`config.mk`:
```
export PLATFORM = sky130hd
export DESIGN_NAME = regfile_scoreboard
export DESIGN_NICKNAME = d
export VERILOG_FILES = /design/src/rtl/regfile_scoreboard.sv
export SDC_FILE = /design/constraint.sdc
export NUM_CORES = 1
export LEC_CHECK = 0
export CAP_MARGIN = 40
export CORE_MARGIN = 2
export CORE_UTILIZATION = 50
export CTS_CLUSTER_DIAMETER = 120
export DETAILED_ROUTE_END_ITERATION = 10
export PLACE_DENSITY = 0.79
export SLEW_MARGIN = 0
export SYNTH_ARGS = -nofsm -noshare
export SYNTH_HDL_FRONTEND = slang
export SYNTH_SLANG_ARGS = --single-unit
```
`constraint.sdc`:
```
create_clock -name clock -period 26.8 [get_ports clock]
set_input_delay 8.04 -clock clock [delete_from_list [all_inputs] [get_ports clock]]
set_output_delay 8.04 -clock clock [all_outputs]
set_load 0.1 [all_outputs]
```
`src/rtl/regfile_scoreboard.sv`:
```
// Register file with optional hardwired zero register, optional write-to-read
// bypass and a per-register busy scoreboard for decode-side hazard stalls.
module regfile_scoreboard #(
  parameter int XLEN     = 32,
  parameter int NREGS    = 16,
  parameter int NREAD    = 2,
  parameter int ZERO_REG = 1,
  parameter int BYPASS   = 1,
  localparam int AW      = $clog2(NREGS)
) (
  input  logic                  clock,
  input  logic                  reset,
  input  logic [NREAD*AW-1:0]   read_loc,
  output logic [NREAD*XLEN-1:0] read_data,
  output logic [NREAD-1:0]      read_busy,
  input  logic                  reserve_valid,
  input  logic [AW-1:0]         reserve_loc,
  output logic                  reserve_ready,
  input  logic                  write_valid,
  input  logic [AW-1:0]         write_loc,
  input  logic [XLEN-1:0]       write_data,
  output logic                  write_err,
  output logic [AW:0]           busy_count
);

  logic [XLEN-1:0]  regs [NREGS];
  logic [NREGS-1:0] busy;
  logic [NREGS-1:0] busy_next;

  logic wr_zero;
  logic rsv_zero;
  logic write_en;
  logic rsv_set;
  logic cnt_inc;
  logic cnt_dec;

  assign wr_zero  = (ZERO_REG != 0) && (write_loc == '0);
  assign rsv_zero = (ZERO_REG != 0) && (reserve_loc == '0);
  assign write_en = write_valid && !wr_zero;

  assign reserve_ready = !reserve_valid || rsv_zero || !busy[reserve_loc] ||
                         (write_valid && (write_loc == reserve_loc));
  assign rsv_set = reserve_valid && reserve_ready && !rsv_zero;

  // A same-register write+reserve leaves the bit set, so the count only moves
  // when the pre-edge bit was clear (+1) or a clear is not overridden (-1).
  assign cnt_inc = rsv_set && !busy[reserve_loc];
  assign cnt_dec = write_en && busy[write_loc] &&
                   !(rsv_set && (reserve_loc == write_loc));

  // Next busy vector: write clears, reservation sets, reservation wins on a tie.
  always_comb begin
    busy_next = busy;
    if (write_en) busy_next[write_loc] = 1'b0;
    if (rsv_set)  busy_next[reserve_loc] = 1'b1;
  end

  // Architectural state, scoreboard, error pulse and busy counter.
  always_ff @(posedge clock or posedge reset) begin
    if (reset) begin
      for (int unsigned i = 0; i < NREGS; i++) regs[i] <= '0;
      busy       <= '0;
      write_err  <= 1'b0;
      busy_count <= '0;
    end else begin
      if (write_en) regs[write_loc] <= write_data;
      busy       <= busy_next;
      write_err  <= write_en && !busy[write_loc];
      busy_count <= busy_count + {{AW{1'b0}}, cnt_inc} - {{AW{1'b0}}, cnt_dec};
    end
  end

  for (genvar g = 0; g < NREAD; g++) begin : g_read
    logic [AW-1:0]   loc;
    logic [XLEN-1:0] data;
    logic            busy_bit;

    assign loc = read_loc[g*AW +: AW];

    // Per-port read mux: zero register, then bypass, then stored state.
    always_comb begin
      data     = regs[loc];
      busy_bit = busy[loc];
      if ((ZERO_REG != 0) && (loc == '0)) begin
        data     = '0;
        busy_bit = 1'b0;
      end else if ((BYPASS != 0) && write_valid && (write_loc == loc)) begin
        data     = write_data;
        busy_bit = 1'b0;
      end
    end

    assign read_data[g*XLEN +: XLEN] = data;
    assign read_busy[g]              = busy_bit;
  end

endmodule

```
==> results of run 1 <==
[kinds of logic (layout without fill, tap and decap cells)]
logic type | Yosys count | after routing | share of synthesized area, %
multiplexers | 761 | 761 | 40.14
flip-flops | 534 | 534 | 46.20
AND/OR/NAND/NOR | 127 | 127 | 2.249
adder cells (fa/ha/maj) | 6 | 6 | 0.2855
XOR/XNOR | 14 | 14 | 0.4239
AO/OA/AOI/OAI | 225 | 225 | 6.250
buffers and inverters | 251 | 363 | 4.451
[stage by stage]
stage | worst slack [ns] | area, um^2 | util, % | total power [mW] | cells
after floorplan | 3.836 | 28930 | - | 1.750 | 1918
after global placement | 6.494 | 30360 | 52.81 | 1.903 | 2610
after detailed placement | 6.781 | 31850 | 55.42 | 2.057 | 2693
after CTS | 6.779 | 33830 | 58.87 | 2.890 | 2795
after global routing | 6.529 | 33830 | 58.87 | 2.996 | 2795
final | 6.848 | 33830 | 58.87 | 2.887 | 2795
[sequential cells by signal (all words and copies together), names as in the netlist]
name        count
busy           16
write_err       1
busy_count      5
regs          512
[placed cells by master, fill, tap and decap left out, types with 9 or more instances in the layout]
cell and n:
buf_16 19, mux2_1 20, a22oi_1 128, clkinv_2 12, mux2_2 463, a22o_1 69, xnor2_1 9, mux4_2 271
inv_1 14, buf_4 39, clkbuf_16 57, clkbuf_8 17, clkdlybuf4s50_1 120, dfrtp_1 534, nor2_4 12, nand2_1 71
buf_8 61
[area by class of cell]
type	instances	area (um^2)
Fill cell	4266	23640
Inverter	15	63.81
Clock buffer	80	1663
Multi-Input combinational cell	1133	14430
Timing Repair Buffer	246	3043
Clock inverter	22	316.6
Sequential cell	534	13360
Tap cell	765	957.2
[Yosys cell counts (all sizes together) (3+ instances only)]
| cell type | n | area, um^2 |
|---|---|---|
| dfrtp | 534 | 13360 |
| mux2 | 483 | 5439 |
| mux4 | 271 | 6103 |
| buf | 134 | 847.1 |
| a22oi | 128 | 960.9 |
| clkbuf | 102 | 384.1 |
| nand2 | 71 | 266.5 |
| a22o | 69 | 604.3 |
| nor2 | 17 | 71.32 |
| inv | 15 | 56.30 |
| nor2b | 11 | 68.82 |
| a32o | 9 | 91.34 |
| xnor2 | 9 | 78.83 |
| mux2i | 7 | 70.07 |
| a21oi | 5 | 28.78 |
| and2 | 5 | 31.28 |
| ha | 5 | 62.56 |
| xor2 | 5 | 43.79 |
| nand3b | 4 | 55.05 |
| or3 | 4 | 25.02 |
| nand3 | 3 | 15.01 |
| nor3 | 3 | 26.28 |
[worst max-delay path by stage]
stage                startpoint            end
floorplan                 reset        busy[0]
global placement    read_loc[4]  read_data[61]
detailed placement  read_loc[4]  read_data[36]
CTS                 read_loc[4]  read_data[40]
global route        read_loc[4]  read_data[61]
finish              read_loc[4]  read_data[40]
[per-layer routing]
layer	vias to the layer above	GRT usage (%)	routed length, um
met5	-	0	0
met4	0	10.24	2984
li1	7581	-	-
met1	10070	38.15	31780
met3	195	5.981	7879
met2	1032	42.17	37230
[power breakdown]
| group | leakage (nW) | switching [mW] | total, mW | internal (mW) |
|---|---|---|---|---|
| logic | 6.48 | 0.451 | 0.927 | 0.476 |
| registers | 6.61 | 0.138 | 1.13 | 0.987 |
| clock network | 0.984 | 0.328 | 0.834 | 0.506 |
| total | 14.1 | 0.917 | 2.89 | 1.97 |
==> results.yml, run 1 <==
status:
  status: "completed"
detailed_routing:
  routed_wl_mm: 79.87
  viasPerCell: 6.754
  drt_iter0_drc: 2009
  wl_per_cell_um: 28.58
  ant_nets: 0
  vias: 18880
  route.detailed.drc: 0
  drt_first_pass_iters: 5
cts:
  ctsLongestPathBuffers: 3
  root_buffer: "clkbuf_16"
  cts_tree: "done"
  cts.sinks: 534
  numCtsBuffers: 56
  ctsHoldBuffers: 0
  clkSlewWorstSetupHoldPaths_ns: 0.06
  clock_latency_ns: 0.62
  h-tree-depth: 2
  postCtsSetupBuffers: 0
  postCtsResizedCells: 0
timing:
  timing.hold.ws_ns: 0.3938
  fmax_ghz: 0.05012
  skew_ns: 0.01350
  fin_setup_tns_ns: 0
  finalHoldViolCount: 0
  worst_slew_pin_slew_ns: 0.8908
  relSlewSlack_pct: 40.43
  fin_crit_sh_pct: 74.45
  rsz0062_at_grt: "no"
  setup_violations: 0
  slew_viol_final: 0
  layout_min_cycle_time_ns: 19.95
critical_path:
  path_max_fanout: 66
  crit_arrival_ns: 11.91
  reg2reg_depth: 10
  crit_chain: "clkbuf_8 -> buf_4 -> buf_4 -> mux4_2 -> a22oi_1 -> nand2_1 -> a22o_1 -> clkdlybuf4s50_1 -> buf_16"
  startpoint_type: "input pin"
  slowest_delay_ns: 0.74
  cp.depth: 9
  reg2reg_slack_ns: 23.70
  reg2reg_from: "busy[15]"
  cp-end-kind: "output pin"
  cp_data_required_time_ns: 18.76
  cp_common_cell: "buf_4"
  path_class: "in2out"
  critical-path-top-delay-family: "buffers and inverters"
  crit_buf_inv: 5
  crit_slowest_cell: "buf_4"
  r2r_end: "busy_count[4]"
synthesis:
  yosysSeqAreaShare_pct: 46.20
  synth_fp_nets: 1976
  yosys_warnings: 0
  synth-edff-count: 0
  avgSynthCellArea_um2: 15.08
  synthArstFlopShare_pct: 100.0
  ys_ff_latch: 534
  ys_types: 46
  ys.flop_type: "dfrtp_1"
  synthCells: 1918
  syn-cell-area_um2: 28930
pwr:
  peakVddDrop_mv: 0.07027
  power.leakage_nw: 14.07
  power_density_nw_per_um2: 85.32
place:
  port_buffers: 124
  dp_hpwl_mm: 46.33
  place.gp.congestion: 0.8373
worst_hold_path:
  worstHoldStart: "regs[490]"
  hold_path_end: "regs[490]"
  hp-class: "reg2reg"
  hold_depth: 0
grt:
  grt_overflow_total: 0
  grt_pass1_vias: 19910
  track_usage_pct: 27.28
  antenna_found_initial: 0
  grt_pass1_wl_mm: 123.4
  grt_max_degree: 114
floorplanning:
  die_h_um: 244.5
  start_util_pct: 50.33
  die_w_um: 244.5
  fp.coreArea_um2: 57480
  fp.dieArea_um2: 59790
  io_pins: 125
  rows: 88
run:
  maxCapViolCount: 0
layout:
  diodes: 0
  final_nets: 2044
  area_growth_pct: 16.96
  drive_above_1_share_pct: 48.72
Power figures use the tool's default switching activity.
==> inputs of run 2 (changes only) <==
--- a/config.mk
+++ b/config.mk
@@ -10,7 +10,7 @@
 export CORE_UTILIZATION = 50
 export CTS_CLUSTER_DIAMETER = 120
 export DETAILED_ROUTE_END_ITERATION = 10
-export PLACE_DENSITY = 0.79
+export PLACE_DENSITY = 0.81
 export SLEW_MARGIN = 0
 export SYNTH_ARGS = -nofsm -noshare
 export SYNTH_HDL_FRONTEND = slang
==> constraint.sdc (replaced) <==
create_clock -name clock -period 17.4 [get_ports clock]
set_input_delay 5.22 -clock clock [delete_from_list [all_inputs] [get_ports clock]]
set_output_delay 5.22 -clock clock [all_outputs]
set_load 0.1 [all_outputs]
==> results.yml, run 2 (same netlist as run 1, synthesis figures left out) <==
status:
  status: "completed"
place:
  place.gp.congestion: 0.8611
  dp_hpwl_mm: 45.01
  post-place-ws_ns: 3.577
  port_buffers: 124
timing:
  setup_ws_ns: 3.542
  fin_setup_tns_ns: 0
  skew_ns: 0.009270
  finalHoldViolCount: 0
  worst_slew_pin_slew_ns: 1.015
  layout_min_cycle_time_ns: 13.86
  setup_violations: 0
  fmax_ghz: 0.07216
  fin_crit_sh_pct: 79.64
  slew_viol_final: 0
  relSlewSlack_pct: 32.35
  rsz0062_at_grt: "no"
pwr:
  peakVddDrop_mv: 0.1133
  p_int_mw: 2.948
  p_clk_share_pct: 27.7
  seqPwrFrac_pct: 39.7
  comb_power_share_pct: 32.6
  power_mw: 4.362
  power.leakage_nw: 13.94
  p_sw_share_pct: 32.41
  p_sw_mw: 1.414
  power_density_nw_per_um2: 129.8
layout:
  top_register: "regs"
  drive_above_1_share_pct: 48.20
  final_cell_mix: "534 x dfrtp_1, 463 x mux2_2, 271 x mux4_2"
  multi_input_area_um2: 14430
  fillers: 4227
  area_growth_pct: 16.15
  seqCellArea_um2: 13360
  final_common_cell: "dfrtp_1"
  largest_reg_flops: 512
  reg.largest.list: "regs x512, busy x16, busy_count x5"
  final_util_pct: 58.46
  final_nets: 2042
cts:
  ctsHoldBuffers: 0
  cts_tree: "done"
  clock_latency_ns: 0.61
  ctsLongestPathBuffers: 3
  root_buffer: "clkbuf_16"
  postCtsSetupBuffers: 0
  numCtsBuffers: 56
  h-tree-depth: 2
  cts.sinks: 534
  postCtsResizedCells: 0
  clkSlewWorstSetupHoldPaths_ns: 0.06
grt:
  grt_max_degree: 184
  track_usage_pct: 26.94
  grt_pass1_wl_mm: 122.4
  grt_overflow_total: 0
  grt_pass1_vias: 20040
  antenna_found_initial: 0
detailed_routing:
  viasPerCell: 6.759
  drt_first_pass_iters: 5
  wl_per_cell_um: 28.45
  drt_iter0_drc: 2033
  route.detailed.drc: 0
  routed_wl_mm: 79.57
  ant_nets: 0
  vias: 18900
floorplanning:
  fp.dieArea_um2: 59790
  die_w_um: 244.5
  rows: 88
  fp.coreArea_um2: 57480
  io_pins: 125
  die_h_um: 244.5
  start_util_pct: 50.33
critical_path:
  crit_chain: "clkdlybuf4s50_1 -> xnor2_1 -> and4_1 -> o21ai_0 -> o21a_2 -> buf_4 -> a22o_1 -> clkdlybuf4s50_1 -> buf_8"
  path_max_fanout: 22
  cp_data_required_time_ns: 12.18
  crit_slowest_cell: "clkdlybuf4s50_1"
  startpoint_type: "input pin"
  critical-path-top-delay-family: "buffers and inverters"
  path_class: "in2out"
  crit_arrival_ns: 8.64
  crit_buf_inv: 4
  cp_common_cell: "clkdlybuf4s50_1"
  slowest_delay_ns: 0.91
  cp-end-kind: "output pin"
worst_hold_path:
  hp-class: "reg2reg"
run:
  maxCapViolCount: 0
run 2: final cells by class:
| class | instances | area share [%] |
|---|---|---|
| Timing Repair Buffer | 244 | 8.774 |
| Clock inverter | 20 | 0.6480 |
| Tap cell | 765 | 2.849 |
| Clock buffer | 85 | 4.826 |
| Multi-Input combinational cell | 1133 | 42.94 |
| Antenna cell | 1 | 0.007448 |
| Sequential cell | 534 | 39.77 |
| Inverter | 15 | 0.1788 |
run 2: worst paths after layout:
check,startpoint,endpoint,slack [ns],depth (start not counted)
setup / recovery,write_loc[1],read_data[55],3.54,9
hold reg to reg,regs[494],regs[494],0.39,0
setup reg to reg,busy[10],busy_count[4],14.26,10
min in group asynchronous,reset,regs[371],5.24,3
max in group asynchronous,reset,regs[36],10.03,6
hold / removal,regs[494],regs[494],0.39,0
run 2: power by group through the flow:
stage / clock [mW] / sequential [mW] / combinational [mW]
floorplan: 0 / 1.72 / 0.978
global placement: 0 / 1.70 / 1.23
detailed placement: 0 / 1.74 / 1.42
CTS: 1.22 / 1.72 / 1.43
global route: 1.27 / 1.76 / 1.49
finish: 1.21 / 1.73 / 1.42
run 2: through the flow:
stage	hold slack, ns	std cells	cell area, um^2
after floorplan	0.4413	1918	28930
after global placement	0.3763	2610	30360
after detailed placement	0.3833	2691	31760
after CTS	0.3966	2796	33590
after global routing	0.4100	2796	33590
final	0.3913	2797	33600
run 2: layer usage:
layer | track usage, % | up-vias | part of all wire, %
met5 | 0 | - | 0
met4 | 10.10 | 0 | 3.6
met3 | 5.860 | 202 | 8.7
met2 | 42.46 | 942 | 48
met1 | 37.01 | 10180 | 40
li1 | - | 7580 | -
==> inputs of run 3 (changes only) <==
--- a/config.mk
+++ b/config.mk
@@ -10,7 +10,7 @@
 export CORE_UTILIZATION = 50
 export CTS_CLUSTER_DIAMETER = 120
 export DETAILED_ROUTE_END_ITERATION = 10
-export PLACE_DENSITY = 0.81
+export PLACE_DENSITY = 0.79
 export SLEW_MARGIN = 0
 export SYNTH_ARGS = -nofsm -noshare
 export SYNTH_HDL_FRONTEND = slang
==> constraint.sdc (replaced) <==
create_clock -name clock -period 14.5 [get_ports clock]
set_input_delay 4.35 -clock clock [delete_from_list [all_inputs] [get_ports clock]]
set_output_delay 4.35 -clock clock [all_outputs]
set_load 0.1 [all_outputs]
==> results.yml, run 3 (same netlist as run 1, synthesis figures left out) <==
critical_path:
  r2r_end: "busy_count[4]"
  cp_data_required_time_ns: 10.15
  path_class: "in2out"
  startpoint_type: "input pin"
  path_max_fanout: 18
  cp-end-kind: "output pin"
  reg2reg_depth: 10
  reg2reg_slack_ns: 11.30
  crit_arrival_ns: 7.76
  reg2reg_from: "busy[15]"
timing:
  fin_setup_tns_ns: 0
  rsz0062_at_grt: "no"
  relSlewSlack_pct: 37.07
  setup_violations: 0
  finalHoldViolCount: 0
  skew_ns: 0.007082
  worst_slew_pin_slew_ns: 0.9439
  fin_crit_sh_pct: 83.50
  slew_viol_final: 0
  layout_min_cycle_time_ns: 12.11
  fmax_ghz: 0.08259
layout:
  final_common_cell: "dfrtp_1"
  diodes: 0
  fillers: 4301
  drive_above_1_share_pct: 48.39
  top_register: "regs"
  largest_reg_flops: 512
  final_util_pct: 58.49
  final_cell_area_um2: 33620
  final_cell_mix: "534 x dfrtp_1, 463 x mux2_2, 271 x mux4_2"
  reg.largest.list: "regs x512, busy x16, busy_count x5"
  final_nets: 2043
  instances_no_fill: 2788
  area_growth_pct: 16.21
grt:
  grt_pass1_wl_mm: 121.6
  track_usage_pct: 26.76
  grt_overflow_total: 0
  grt_pass1_vias: 20040
  antenna_found_initial: 0
  grt_max_degree: 172
pwr:
  p_clk_share_pct: 27.4
  seqPwrFrac_pct: 39.9
  peakVddDrop_mv: 0.1597
  power.leakage_nw: 13.96
  power_density_nw_per_um2: 154.9
  p_sw_share_pct: 32.07
  p_int_mw: 3.538
  comb_power_share_pct: 32.7
  p_sw_mw: 1.670
cts:
  h-tree-depth: 2
  postCtsResizedCells: 0
  numCtsBuffers: 55
  ctsHoldBuffers: 0
  root_buffer: "clkbuf_16"
  cts.sinks: 534
  cts_tree: "done"
  clkSlewWorstSetupHoldPaths_ns: 0.06
  postCtsSetupBuffers: 0
  clock_latency_ns: 0.60
  ctsLongestPathBuffers: 3
worst_hold_path:
  worstHoldStart: "regs[505]"
  hold_depth: 0
  hold_path_end: "regs[505]"
  hp-class: "reg2reg"
place:
  dp_hpwl_mm: 46.33
  dp.cells: 2693
  port_buffers: 124
  place.gp.congestion: 0.8433
  dpl_cell_area_um2: 31810
detailed_routing:
  vias: 18670
  routed_wl_mm: 78.00
  viasPerCell: 6.697
  drt_first_pass_iters: 7
  route.detailed.drc: 0
  wl_per_cell_um: 27.98
  drt_iter0_drc: 1893
  ant_nets: 0
floorplanning:
  fp.coreArea_um2: 57480
  die_h_um: 244.5
  die_w_um: 244.5
  fp.dieArea_um2: 59790
  io_pins: 125
  rows: 88
  start_util_pct: 50.33
status:
  status: "completed"
run:
  maxCapViolCount: 0
==> run 3: cell types whose count changed in the layout (fill, tap and decap cells not counted), sizes merged <==
cell / change
diode: -1
inv: -1
clkinvlp: -1
bufinv: -1
buf: +2
clkinv: -7
==> run 3: worst max path at each step <==
stage	start	endpoint	slack, ns	cells after the start
after floorplan	reset	busy[0]	2.89	1
after global placement	write_loc[1]	read_data[3]	1.95	8
after detailed placement	write_loc[1]	read_data[3]	2.46	8
after CTS	write_loc[1]	read_data[3]	2.44	8
after global routing	read_loc[4]	read_data[55]	2.25	8
final	write_loc[1]	read_data[3]	2.39	8
==> run 3: per-layer routing <==
metal | up-vias | track usage (%) | share of wire [%]
li1 | 7581 | - | -
met1 | 10080 | 36.56 | 41
met2 | 841 | 42.77 | 48
met3 | 165 | 5.114 | 7.7
met4 | 0 | 10.29 | 3.6
met5 | - | 0 | 0
==> run 3: layout make-up <==
cell class / count / area [um^2] / share of cell area (%)
Clock inverter: 10 / 128.9 / 0.3834
Multi-Input combinational cell: 1133 / 14430 / 42.92
Tap cell: 765 / 957.2 / 2.847
Sequential cell: 534 / 13360 / 39.75
Timing Repair Buffer: 246 / 3000 / 8.925
Clock buffer: 85 / 1679 / 4.995
Inverter: 15 / 60.06 / 0.1787
==> run 3: stage by stage <==
step	worst slack, ns	hold WS [ns]	power, mW
2_1_floorplan	2.890	0.4413	3.235
3_3_place_gp	1.953	0.3763	3.513
3_5_place_dp	2.460	0.3820	3.793
4_1_cts	2.443	0.3970	5.222
5_1_grt	2.250	0.4044	5.419
6_report	2.392	0.3939	5.208
==> run 3: power groups by stage <==
stage          Combinational [mW]  Clock [mW]  Sequential, mW
6_report                     1.70        1.43            2.08
5_1_grt                      1.79        1.51            2.12
4_1_cts                      1.71        1.44            2.07
3_5_place_dp                 1.70           0            2.09
3_3_place_gp                 1.47           0            2.04
2_1_floorplan                1.17           0            2.06
==> run 3: worst max-delay path, stage by stage <==
cell,delay (ns)
clkdlybuf4s50_1,0.87
xnor2_1,0.19
nand4_1,0.23
nor2_4,0.65
buf_4,0.48
a22o_1,0.23
clkdlybuf4s50_1,0.53
buf_8,0.21
